<file path="config.mk">
export PLATFORM = sky130hd
export DESIGN_NAME = ann_load_sequencer_flat
export DESIGN_NICKNAME = d
export VERILOG_FILES = /design/src/rtl/ann_pkg.sv /design/src/rtl/ann_load_sequencer_if.sv /design/src/rtl/ann_load_sequencer.sv /design/src/flat_wrapper.sv
export SDC_FILE = /design/constraint.sdc
export NUM_CORES = 1
export LEC_CHECK = 0
export CAP_MARGIN = 10
export CELL_PAD_IN_SITES_DETAIL_PLACEMENT = 1
export CELL_PAD_IN_SITES_GLOBAL_PLACEMENT = 1
export CORE_MARGIN = 2
export CORE_UTILIZATION = 38
export DETAILED_ROUTE_END_ITERATION = 8
export GPL_TIMING_DRIVEN = 0
export PLACE_DENSITY = 0.84
export SLEW_MARGIN = 20
export SYNTH_ARGS = -nofsm -noshare
export SYNTH_HDL_FRONTEND = slang
export SYNTH_SLANG_ARGS = --single-unit
</file>
<file path="constraint.sdc">
create_clock -name clk -period 3.9 [get_ports clk]
set_input_delay 0.975 -clock clk [delete_from_list [all_inputs] [get_ports clk]]
set_output_delay 0.975 -clock clk [all_outputs]
set_load 0.01 [all_outputs]
</file>
<file path="src/rtl/ann_pkg.sv">
// ann_pkg: shared definitions for the ANN front-end loader.
// Holds the load-bus target codes, the header tag, default geometry,
// the sequencer state type and small header helper functions.
package ann_pkg;

  localparam int ROWS_DEFAULT   = 28;
  localparam int ADR_W_DEFAULT  = 5;
  localparam int DATA_W_DEFAULT = 21;

  localparam logic [1:0] MAT_INPUT = 2'b00;
  localparam logic [1:0] MAT_HID_W = 2'b01;
  localparam logic [1:0] MAT_OUT_W = 2'b10;
  localparam logic [1:0] MAT_IDLE  = 2'b11;

  localparam logic [2:0] HDR_TAG = 3'b101;

  typedef enum logic [1:0] {
    IDLE = 2'd0,
    DATA = 2'd1,
    DONE = 2'd2
  } state_t;

  // A header names a real matrix only when the tag matches and the
  // selector is not the idle code.
  function automatic logic hdr_ok(input logic [2:0] tag, input logic [1:0] sel);
    return (tag == HDR_TAG) && (sel != MAT_IDLE);
  endfunction

  function automatic logic [2:0] mat_onehot(input logic [1:0] sel);
    logic [2:0] oh;
    case (sel)
      MAT_INPUT: oh = 3'b001;
      MAT_HID_W: oh = 3'b010;
      MAT_OUT_W: oh = 3'b100;
      default:   oh = 3'b000;
    endcase
    return oh;
  endfunction

endpackage

</file>
<file path="src/rtl/ann_load_sequencer_if.sv">
// ann_load_sequencer_if: stream input plus matrix load bus.
//   s_valid/s_ready/s_data : valid/ready word stream (header, then rows)
//   mat_sel/adr/w2         : one-cycle row writes; mat_sel==11 means idle
// master: stream producer / load-bus observer. slave: the sequencer.
interface ann_load_sequencer_if
  import ann_pkg::*;
#(
  parameter int DATA_W = DATA_W_DEFAULT,
  parameter int ADR_W  = ADR_W_DEFAULT
);
  logic              s_valid;
  logic              s_ready;
  logic [DATA_W-1:0] s_data;
  logic [1:0]        mat_sel;
  logic [ADR_W-1:0]  adr;
  logic [DATA_W-1:0] w2;

  modport master (output s_valid, s_data, input s_ready, mat_sel, adr, w2);
  modport slave  (input s_valid, s_data, output s_ready, mat_sel, adr, w2);
endinterface

</file>
<file path="src/rtl/ann_load_sequencer.sv">
// ann_load_sequencer: replays framed stream data as row writes on the
// matrix load bus and tracks which matrices are loaded.
// Ports:
//   clk, rst  : clock (rising edge), asynchronous active-high reset
//   bus       : slave side of ann_load_sequencer_if (stream + load bus)
//   flush     : synchronous abort of the frame in progress
//   clear     : synchronous clear of the loaded mask
//   loaded    : bit0 input, bit1 hidden weights, bit2 output weights
//   layer_go  : one-cycle pulse once all three matrices are present
//   hdr_err   : sticky bad-header flag, cleared only by rst
module ann_load_sequencer
  import ann_pkg::*;
#(
  parameter int ROWS   = ROWS_DEFAULT,
  parameter int ADR_W  = ADR_W_DEFAULT,
  parameter int DATA_W = DATA_W_DEFAULT
) (
  input  logic                      clk,
  input  logic                      rst,
  ann_load_sequencer_if.slave       bus,
  input  logic                      flush,
  input  logic                      clear,
  output logic [2:0]                loaded,
  output logic                      layer_go,
  output logic                      hdr_err
);

  state_t           state, state_nxt;
  logic [1:0]       target, target_nxt;
  logic [ADR_W-1:0] row_cnt, row_cnt_nxt;
  logic             xfer;
  logic             row_write;
  logic             hdr_bad;
  logic             last_row;
  logic [2:0]       loaded_set;

  // Nothing is accepted while flushing or during the one-cycle DONE state.
  assign bus.s_ready = (state != DONE) && !flush;
  assign xfer        = bus.s_valid && bus.s_ready;
  assign last_row    = (row_cnt == ADR_W'(ROWS - 1));
  assign loaded_set  = loaded | mat_onehot(target);

  always_ff @(posedge clk or posedge rst) begin
    if (rst) begin
      state   <= IDLE;
      target  <= MAT_IDLE;
      row_cnt <= '0;
    end else begin
      state   <= state_nxt;
      target  <= target_nxt;
      row_cnt <= row_cnt_nxt;
    end
  end

  always_comb begin
    state_nxt   = state;
    target_nxt  = target;
    row_cnt_nxt = row_cnt;
    row_write   = 1'b0;
    hdr_bad     = 1'b0;
    case (state)
      IDLE: begin
        if (xfer) begin
          if (hdr_ok(bus.s_data[DATA_W-1 -: 3], bus.s_data[1:0])) begin
            target_nxt  = bus.s_data[1:0];
            row_cnt_nxt = '0;
            state_nxt   = DATA;
          end else begin
            hdr_bad = 1'b1;
          end
        end
      end
      DATA: begin
        // xfer is already blocked by flush, so the two branches never overlap.
        if (flush) begin
          state_nxt   = IDLE;
          row_cnt_nxt = '0;
        end else if (xfer) begin
          row_write = 1'b1;
          if (last_row) begin
            state_nxt   = DONE;
            row_cnt_nxt = '0;
          end else begin
            row_cnt_nxt = row_cnt + 1'b1;
          end
        end
      end
      DONE:    state_nxt = IDLE;
      default: state_nxt = IDLE;
    endcase
  end

  // The consumer writes whenever mat_sel != 11, so mat_sel must fall back
  // to idle on every cycle that is not a registered row write.
  always_ff @(posedge clk or posedge rst) begin
    if (rst) begin
      bus.mat_sel <= MAT_IDLE;
      bus.adr     <= '0;
      bus.w2      <= '0;
    end else begin
      bus.mat_sel <= row_write ? target : MAT_IDLE;
      if (row_write) begin
        bus.adr <= row_cnt;
        bus.w2  <= bus.s_data;
      end
    end
  end

  // clear wins over the DONE-cycle set and also suppresses layer_go.
  always_ff @(posedge clk or posedge rst) begin
    if (rst) begin
      loaded   <= 3'b000;
      layer_go <= 1'b0;
      hdr_err  <= 1'b0;
    end else begin
      layer_go <= 1'b0;
      if (hdr_bad) begin
        hdr_err <= 1'b1;
      end
      if (clear) begin
        loaded <= 3'b000;
      end else if (state == DONE) begin
        loaded   <= loaded_set;
        layer_go <= (loaded_set == 3'b111);
      end
    end
  end

endmodule

</file>
<file path="src/flat_wrapper.sv">
// flat-port wrapper written by rule: the top's interface ports become plain ports
module ann_load_sequencer_flat import ann_pkg::*;
#(
  parameter int ROWS   = ROWS_DEFAULT,
  parameter int ADR_W  = ADR_W_DEFAULT,
  parameter int DATA_W = DATA_W_DEFAULT
)
  (clk, rst, flush, clear, loaded, layer_go, hdr_err, bus_s_valid, bus_s_data, bus_s_ready, bus_mat_sel, bus_adr, bus_w2);
  ann_load_sequencer_if #(.DATA_W(DATA_W), .ADR_W(ADR_W)) bus_i ();
  input  logic clk;
  input  logic rst;
  input  logic flush;
  input  logic clear;
  output logic [2:0] loaded;
  output logic layer_go;
  output logic hdr_err;
  input wire logic [$bits(bus_i.s_valid)-1:0] bus_s_valid;
  input wire logic [$bits(bus_i.s_data)-1:0] bus_s_data;
  output wire logic [$bits(bus_i.s_ready)-1:0] bus_s_ready;
  output wire logic [$bits(bus_i.mat_sel)-1:0] bus_mat_sel;
  output wire logic [$bits(bus_i.adr)-1:0] bus_adr;
  output wire logic [$bits(bus_i.w2)-1:0] bus_w2;
  assign bus_i.s_valid = bus_s_valid;
  assign bus_i.s_data = bus_s_data;
  assign bus_s_ready = bus_i.s_ready;
  assign bus_mat_sel = bus_i.mat_sel;
  assign bus_adr = bus_i.adr;
  assign bus_w2 = bus_i.w2;
  ann_load_sequencer #(.ROWS(ROWS), .ADR_W(ADR_W), .DATA_W(DATA_W)) u_core (.clk(clk), .rst(rst), .bus(bus_i), .flush(flush), .clear(clear), .loaded(loaded), .layer_go(layer_go), .hdr_err(hdr_err));
endmodule
</file>
# Yosys cells after proc, flatten, opt, wreduce, memory -nomap -nowiden
# Cells that the tools add are included.
word_totals:
  reg_bits: 42
  output_inout_bits: 34
op_classes:
  add_sub_neg: 1
  n_eq_ne: 13
  muxes: 24
  n_bitwise: 1
  reduce_logical: 11
ops:
  columns: ["cell", "n"]
  rows:
  - ["two-way mux 5 bit", 5]
  - ["two-way mux 2 bit", 6]
  - ["one-hot mux 5 bit (2 select lines)", 1]
  - ["one-hot mux 3 bit (3 select lines)", 1]
  - ["two-way mux 1 bit", 8]
  - ["AND reduction 4 bit", 2]
  - ["equality test 3 bit (second input constant)", 2]
  - ["two-way mux 3 bit", 2]
  - ["inequality test 3 x 2 -> 1 bit (second input constant)", 2]
  - ["adder 5 x 1 -> 5 bit (second input constant)", 1]
  - ["equality test 5 bit (second input constant)", 1]
  - ["equality test 2 x 1 -> 1 bit (second input constant)", 2]
  - ["equality test 2 bit (second input constant)", 2]
  - ["logical NOT 2 bit", 2]
  - ["inequality test 2 x 1 -> 1 bit (second input constant)", 2]
  - ["inequality test 2 bit (second input constant)", 2]
  - ["one-hot mux 2 bit (2 select lines)", 1]
  - ["nonzero test 2 bit", 2]
  - ["logical AND 1 bit", 3]
  - ["bitwise OR 3 bit", 1]
  - ["AND reduction 3 bit", 1]
  - ["logical NOT 1 bit", 1]

# Logic depth before layout (Yosys ltp)
# Gate-level depths: netlist (run 1).
depth:
  word_depth: 7
  mapped_depth: 6
  ltp_nobuf: 4

# Worst setup path before layout (run 1)
# OpenSTA, ideal clock, no wires.
synth_timing:
  path_kind: "input-to-reg"
  startpoint: "input port flush"
  endpoint: "register u_core.bus.w2[10]"
  arrival_time_ps: 2068
  t_required_ps: 3775
  path_slack_ps: 1708
  stages: 5
  cell_sequence: "or3b_4 > nor2_4 > buf_6 > buf_8 > mux2_2"
synth_between:
  elab_chain_len: 6
synth_rtl:
  columns: ["element", "line_no", "source"]
  rows:
  - ["from (decl)", "flat_wrapper.sv:12", "input logic flush;"]
  - ["logical NOT 1 bit", "ann_load_sequencer.sv:38", "assign bus.s_ready = (state != DONE) && !flush;"]
  - ["logical AND 1 bit", "ann_load_sequencer.sv:38", null]
  - ["logical AND 1 bit", "ann_load_sequencer.sv:39", "assign xfer = bus.s_valid && bus.s_ready;"]
  - ["two-way mux 1 bit", "ann_load_sequencer.sv:78", "end else if (xfer) begin"]
  - ["two-way mux 1 bit (*)", "ann_load_sequencer.sv:75", "if (flush) begin"]
  - ["two-way mux 1 bit (*)", "ann_load_sequencer.sv:61", "case (state)"]
  - ["to (signal assigned)", "ann_load_sequencer.sv:104", "bus.w2 <= bus.s_data;"]
  - ["to (decl)", "ann_load_sequencer_if.sv:19", "modport slave (input s_valid, s_data, output s_ready, mat_sel, adr, w2);"]
# Every way passes the cells marked *; elsewhere a longest branch is shown, timed or not.
# A chain may end at the register's enable or synchronous reset.

# Final worst setup path (run 1)
layout_timing:
  startpoint: "input port flush"
  endpoint: "output port bus_s_ready"
layout_between:
  elab_chain_len: 2
layout_rtl:
  columns: ["element", "line_no", "source"]
  rows:
  - ["logical NOT 1 bit", "ann_load_sequencer.sv:38", null]
  - ["logical AND 1 bit", "ann_load_sequencer.sv:38", null]
  - ["to (decl)", "flat_wrapper.sv:19", "output wire logic [$bits(bus_i.s_ready)-1:0] bus_s_ready;"]
# No other way between the ends.

==> results.py, run 1 <==
metrics = {
    "status": {
        "status": "finished clean",
    },
    "global_route": {
        "grt_pass1_wl_um": 7452,
        "antenna_found_initial": 0,
        "grt_pass1_vias": 1498,
        "grt_max_degree": 25,
        "grt_usage_pct": 19.38,
        "gr-total-overflow": 0,
    },
    "timing": {
        "tightest_slew_ps": 538.7,
        "drv_slew": 0,
        "fin_crit_ps": 3220,
        "finalCritPeriodShare_pct": 82.55,
        "max_freq_mhz": 310.6,
        "setup_viol": 0,
        "setup_tns_ps": 0,
        "clock_skew_ps": 8.995,
        "slew_headroom_pct": 63.62,
        "rsz0062_at_grt": "no",
        "hold_viol": 0,
    },
    "setup_path": {
        "required_ps": 2920,
        "endpoint_kind": "primary output",
        "critPathKind": "in2out",
        "cpPeakStageDelay_ps": 550,
        "cp.arrival_ps": 2240,
        "critPathSlowestCell": "clkdlybuf4s50_1",
        "crit_chain": "clkdlybuf4s50_1 -> nor2_1 -> clkdlybuf4s50_1",
        "cp_max_fo": 7,
        "cpMostUsedCell": "clkdlybuf4s50_1",
        "startpoint_type": "input port",
    },
    "routing": {
        "first_pass_iters": 4,
        "vias": 1322,
        "remaining_drc_errors": 0,
        "drt_wl_total_um": 4553,
        "drt-vias-per-instance": 5.309,
        "drt_iter0_drc": 94,
        "wl_per_cell_um": 18.29,
        "ant_nets": 0,
    },
    "cts": {
        "clockRootBuffer": "clkbuf_8",
        "cts_setup_buffers": 0,
        "cts_tree": "yes",
        "clk_latency_ps": 300,
        "h-tree-depth": 2,
        "cts_resized": 0,
        "ctsHoldBuffers": 0,
        "cts_buffer_depth": 2,
        "cts_buffers": 5,
        "clkSinkCount": 42,
        "path_clk_slew_ps": 80,
    },
    "run": {
        "maxCapViolations": 0,
    },
    "power_and_ir_drop": {
        "irDropWorstVdd_uv": 206.0,
        "power_density_nw_per_um2": 417.1,
        "p_leak_nw": 1.092,
    },
    "cells_and_area": {
        "utilization_pct": 57.65,
        "drive_gt1_share_pct": 24.37,
        "antennaDiodeCount": 0,
        "area_growth_pct": 44.49,
        "regArea_um2": 1056,
        "fillers": 443,
        "nets": 223,
        "multi_input_area_um2": 650.6,
    },
    "yosys": {
        "async_flop_share_pct": 100.0,
        "synth_ff_type": "dfrtp_1",
        "ys_warn_count": 0,
        "ys_ff_latch": 42,
        "synth_common_cells": "38 x dfrtp_1, 28 x mux2_2, 9 x nor2_1, 5 x o21ai_0, 4 x dfstp_2",
        "netlist_area_um2": 1749,
        "synth.largest_area_cell": "dfrtp_1",
        "synth_fp_nets": 156,
        "synth.most_common_cell": "dfrtp_1",
        "synth.area.top_cells": "dfrtp_1 54%, mux2_2 18%, dfstp_2 6.0%",
        "avgSynthCellArea_um2": 13.56,
        "syn_inst": 129,
        "seq_area_frac_synth_pct": 60.37,
        "synthDistinctLibCells": 32,
        "synth_top_area_share_pct": 54.36,
        "synth_enable_flop_cells": 0,
    },
    "place": {
        "numPortBuffers": 59,
        "gp_congestion": 0.8670,
        "dp_hpwl_um": 3333,
    },
    "die": {
        "die_w_um": 71.85,
        "coreArea_um2": 4384,
        "die_h_um": 71.85,
        "ios": 60,
        "row_count": 24,
        "start_util_pct": 39.90,
        "die_area_um2": 5162,
    },
    "worst_hold_path": {
        "hold_path_class": "reg2reg",
    },
}
[metrics by stage]
| stage | power, mW | cell area, um2 | instances | hold WS, ps | setup WS [ps] |
|---|---|---|---|---|---|
| global placement | 0.7486 | 2405 | 240 | 446.8 | 755.1 |
| detailed placement | 0.7674 | 2432 | 241 | 448.8 | 699.6 |
| finish | 1.054 | 2527 | 249 | 463.2 | 680.5 |
| CTS | 1.066 | 2527 | 249 | 469.0 | 689.2 |
| global route | 1.105 | 2527 | 249 | 499.6 | 643.7 |
| floorplan | 0.6183 | 1749 | 129 | 469.1 | 1708 |
[layer usage]
metal	part of all wire [%]	vias to the layer above	global-route usage (%)
li1	-	599	-
met1	40	679	23.21
met2	53	37	33.13
met3	6.5	7	5.767
met4	1.0	0	6.918
met5	0	-	0
[registers in the layout, indices dropped and copies added (netlist names)]
register            cells
u_core.bus.w2          21
u_core.bus.adr          5
u_core.row_cnt          5
u_core.loaded           3
u_core.bus.mat_sel      2
u_core.state            2
u_core.target           2
u_core.hdr_err          1
u_core.layer_go         1
[final cells by class]
| class | instances | area share (%) |
|---|---|---|
| Buffer | 3 | 1.238 |
| Clock buffer | 6 | 3.267 |
| Clock inverter | 2 | 0.4951 |
| Inverter | 3 | 0.4455 |
| Multi-Input combinational cell | 81 | 25.74 |
| Sequential cell | 42 | 41.78 |
| Tap cell | 52 | 2.574 |
| Timing Repair Buffer | 60 | 24.46 |
[cell usage in the layout (no fill, tap or decap), types with 2 or more instances in the layout]
| master | Yosys | layout |
|---|---|---|
| a21o_1 | 2 | 2 |
| o21bai_1 | 2 | 2 |
| nand2_1 | 2 | 2 |
| a31oi_1 | 2 | 2 |
| a21oi_1 | 3 | 3 |
| mux2_2 | 28 | 28 |
| nor2_1 | 9 | 9 |
| or3_1 | 3 | 3 |
| o31ai_1 | 2 | 2 |
| clkdlybuf4s50_1 | 0 | 59 |
| dfrtp_1 | 38 | 38 |
| dfstp_2 | 4 | 4 |
| nand2b_1 | 2 | 2 |
| o21ai_0 | 5 | 5 |
| a41oi_1 | 3 | 3 |
| inv_1 | 3 | 2 |
| clkbuf_8 | 0 | 6 |
| nand3_1 | 3 | 3 |
| nor2b_1 | 3 | 3 |
[critical path: cells and delay by family]
| family | cells | cell delay [ps] |
|---|---|---|
| buf+inv | 2 | 1090 |
| simple gates | 1 | 180 |
[cell families after synthesis]
kind of cell    Yosys count  synth area share (%)
buf+inv                   6                 2.431
mux                      28                 18.03
fa+ha+maj                 1                0.7152
flops                    42                 60.37
simple gates             29                 9.371
compound gates           23                 9.084
[final timing paths]
check	endpoint	cells after the start	from	slack, ps
setup / recovery	bus_s_ready	3	flush	680
hold / removal	u_core.hdr_err	1	u_core.hdr_err	460
setup reg to reg	u_core.bus.w2[10]	5	u_core.state[0]	2070
hold reg to reg	u_core.hdr_err	1	u_core.hdr_err	460
max in group asynchronous	u_core.bus.w2[18]	3	rst	2430
min in group asynchronous	u_core.state[0]	2	rst	1000
[report_power, final]
part | leakage [nW] | switching [mW] | internal (mW)
combinational | 0.496 | 0.0855 | 0.144
sequential | 0.549 | 0.0356 | 0.491
clock | 0.0472 | 0.155 | 0.142
total | 1.09 | 0.276 | 0.778
(Power assumes the default switching activity.)
==> run 2: changes to the inputs <==
--- a/config.mk
+++ b/config.mk
@@ -9,10 +9,10 @@
 export CELL_PAD_IN_SITES_DETAIL_PLACEMENT = 1
 export CELL_PAD_IN_SITES_GLOBAL_PLACEMENT = 1
 export CORE_MARGIN = 2
-export CORE_UTILIZATION = 38
+export CORE_UTILIZATION = 35
 export DETAILED_ROUTE_END_ITERATION = 8
 export GPL_TIMING_DRIVEN = 0
-export PLACE_DENSITY = 0.84
+export PLACE_DENSITY = 0.79
 export SLEW_MARGIN = 20
 export SYNTH_ARGS = -nofsm -noshare
 export SYNTH_HDL_FRONTEND = slang
==> constraint.sdc (replaced) <==
create_clock -name clk -period 3.01 [get_ports clk]
set_input_delay 0.7525 -clock clk [delete_from_list [all_inputs] [get_ports clk]]
set_output_delay 0.7525 -clock clk [all_outputs]
set_load 0.01 [all_outputs]
==> run 2 against run 1 <==
Critical path depth unchanged. Hold slack better by 25 ps. Sequential power is 30% higher. Clock power grew 24%. Core utilization fell by 4.7 points. Sequential share of layout area is 0.12 points lower. Total power up 28%. Via count fell by 1.1%. Non-clock buffer count is the same. Combinational power grew 28%. Design area grew 0.30%. Die area increased by 8.1%. Critical endpoint unchanged. Largest power group unchanged.
==> results.py, run 2 (synthesized netlist as in run 1, its figures left out) <==
metrics = {
    "timing": {
        "finalCritPeriodShare_pct": 92.21,
        "hold_viol": 0,
        "slew_headroom_pct": 68.51,
        "rsz0062_at_grt": "no",
        "fin_crit_ps": 2776,
        "tightest_slew_ps": 471.4,
        "setup_tns_ps": 0,
        "clock_skew_ps": 6.749,
        "max_freq_mhz": 360.3,
        "setup_viol": 0,
        "drv_slew": 0,
    },
    "cells_and_area": {
        "layout_common_cells": "59 x clkdlybuf4s50_1, 38 x dfrtp_1, 28 x mux2_2",
        "area_growth_pct": 44.92,
        "fillers": 504,
        "layout_commonest_cell": "clkdlybuf4s50_1",
        "nets": 223,
        "antennaDiodeCount": 0,
        "instances_no_fill": 264,
        "regArea_um2": 1056,
        "top_register": "u_core.bus.w2",
        "utilization_pct": 52.97,
        "multi_input_area_um2": 650.6,
        "drive_gt1_share_pct": 23.86,
        "top_regs": "u_core.bus.w2: 21 flops, u_core.bus.adr: 5 flops, u_core.row_cnt: 5 flops",
        "largest_reg_flops": 21,
    },
    "cts": {
        "clk_latency_ps": 290,
        "cts_setup_buffers": 0,
        "clkSinkCount": 42,
        "clockRootBuffer": "clkbuf_8",
        "cts_tree": "yes",
        "ctsHoldBuffers": 0,
        "cts_resized": 0,
        "path_clk_slew_ps": 70,
        "h-tree-depth": 2,
        "cts_buffer_depth": 2,
        "cts_buffers": 5,
    },
    "setup_path": {
        "r2r_start": "u_core.state[0]",
        "required_ps": 2260,
        "crit_start": "flush",
        "cp_max_fo": 7,
        "critPathKind": "in2out",
        "startpoint_type": "input port",
        "endpoint_kind": "primary output",
        "cp.arrival_ps": 2020,
    },
    "run": {
        "maxCapViolations": 0,
    },
    "power_and_ir_drop": {
        "irDropWorstVdd_uv": 321.8,
        "p_leak_nw": 1.089,
        "p_total_mw": 1.347,
        "power_density_nw_per_um2": 531.4,
    },
    "place": {
        "numPortBuffers": 59,
        "dp_hpwl_um": 3318,
        "gp_congestion": 0.7564,
        "dpl.cell_count": 256,
    },
    "routing": {
        "vias": 1308,
        "drt_iter0_drc": 77,
        "wl_per_cell_um": 16.35,
        "drt-vias-per-instance": 4.955,
        "first_pass_iters": 4,
        "drt_wl_total_um": 4317,
        "ant_nets": 0,
        "remaining_drc_errors": 0,
    },
    "worst_hold_path": {
        "hold_path_class": "reg2reg",
        "hold_start": "u_core.hdr_err",
    },
    "global_route": {
        "grt_pass1_wl_um": 7051,
        "grt_max_degree": 33,
        "grt_usage_pct": 17.13,
        "antenna_found_initial": 0,
        "gr-total-overflow": 0,
        "grt_pass1_vias": 1398,
    },
    "die": {
        "start_util_pct": 36.55,
        "row_count": 25,
        "coreArea_um2": 4786,
        "die_h_um": 74.70,
        "die_w_um": 74.70,
        "die_area_um2": 5579,
        "ios": 60,
    },
    "status": {
        "status": "finished clean",
    },
}
-- run 2: path summary, 6_finish.rpt --
check	end	slack (ps)	cells past startpoint
hold reg to reg	u_core.hdr_err	490	1
min in group asynchronous	u_core.loaded[1]	720	2
setup reg to reg	u_core.bus.w2[17]	1200	4
hold / removal	u_core.hdr_err	490	1
max in group asynchronous	u_core.bus.mat_sel[0]	1760	3
setup / recovery	bus_s_ready	230	3
-- run 2: worst max-delay path, cell delays in order --
cell             delay [ps]
clkdlybuf4s50_1         540
nor2_1                  170
clkdlybuf4s50_1         560
-- run 2: layer usage --
metal | routed length, um | vias up | share of wire (%) | global-route usage (%)
met2 | 2171 | 36 | 50 | 28.22
met4 | 61 | 0 | 1.4 | 5.357
li1 | - | 600 | - | -
met3 | 290 | 6 | 6.7 | 7.095
met5 | 0 | - | 0 | 0
met1 | 1794 | 666 | 42 | 20.59
-- run 2: layout make-up --
class	count	share of cell area [%]
repair buffers	60	24.09
clock buffers	7	3.406
well taps	67	3.307
flip-flops and latches	42	41.66
multi-input cells	81	25.67
plain buffers	3	1.234
inverters	3	0.4442
clock inverters	1	0.1974
-- run 2: power by group --
group          total, mW  switching, mW  internal (mW)
sequential         0.683         0.0463          0.637
combinational      0.294          0.109          0.185
clock              0.369          0.184          0.185
total               1.35          0.340           1.01
-- run 2: metrics by stage --
stage               hold WS (ps)  area [um2]  setup slack [ps]
floorplan                  469.1        1749              1040
global placement           461.1        2424             285.4
detailed placement         474.8        2444             243.7
CTS                        491.6        2535             248.4
global route               500.2        2535             186.5
finish                     488.6        2535             234.3
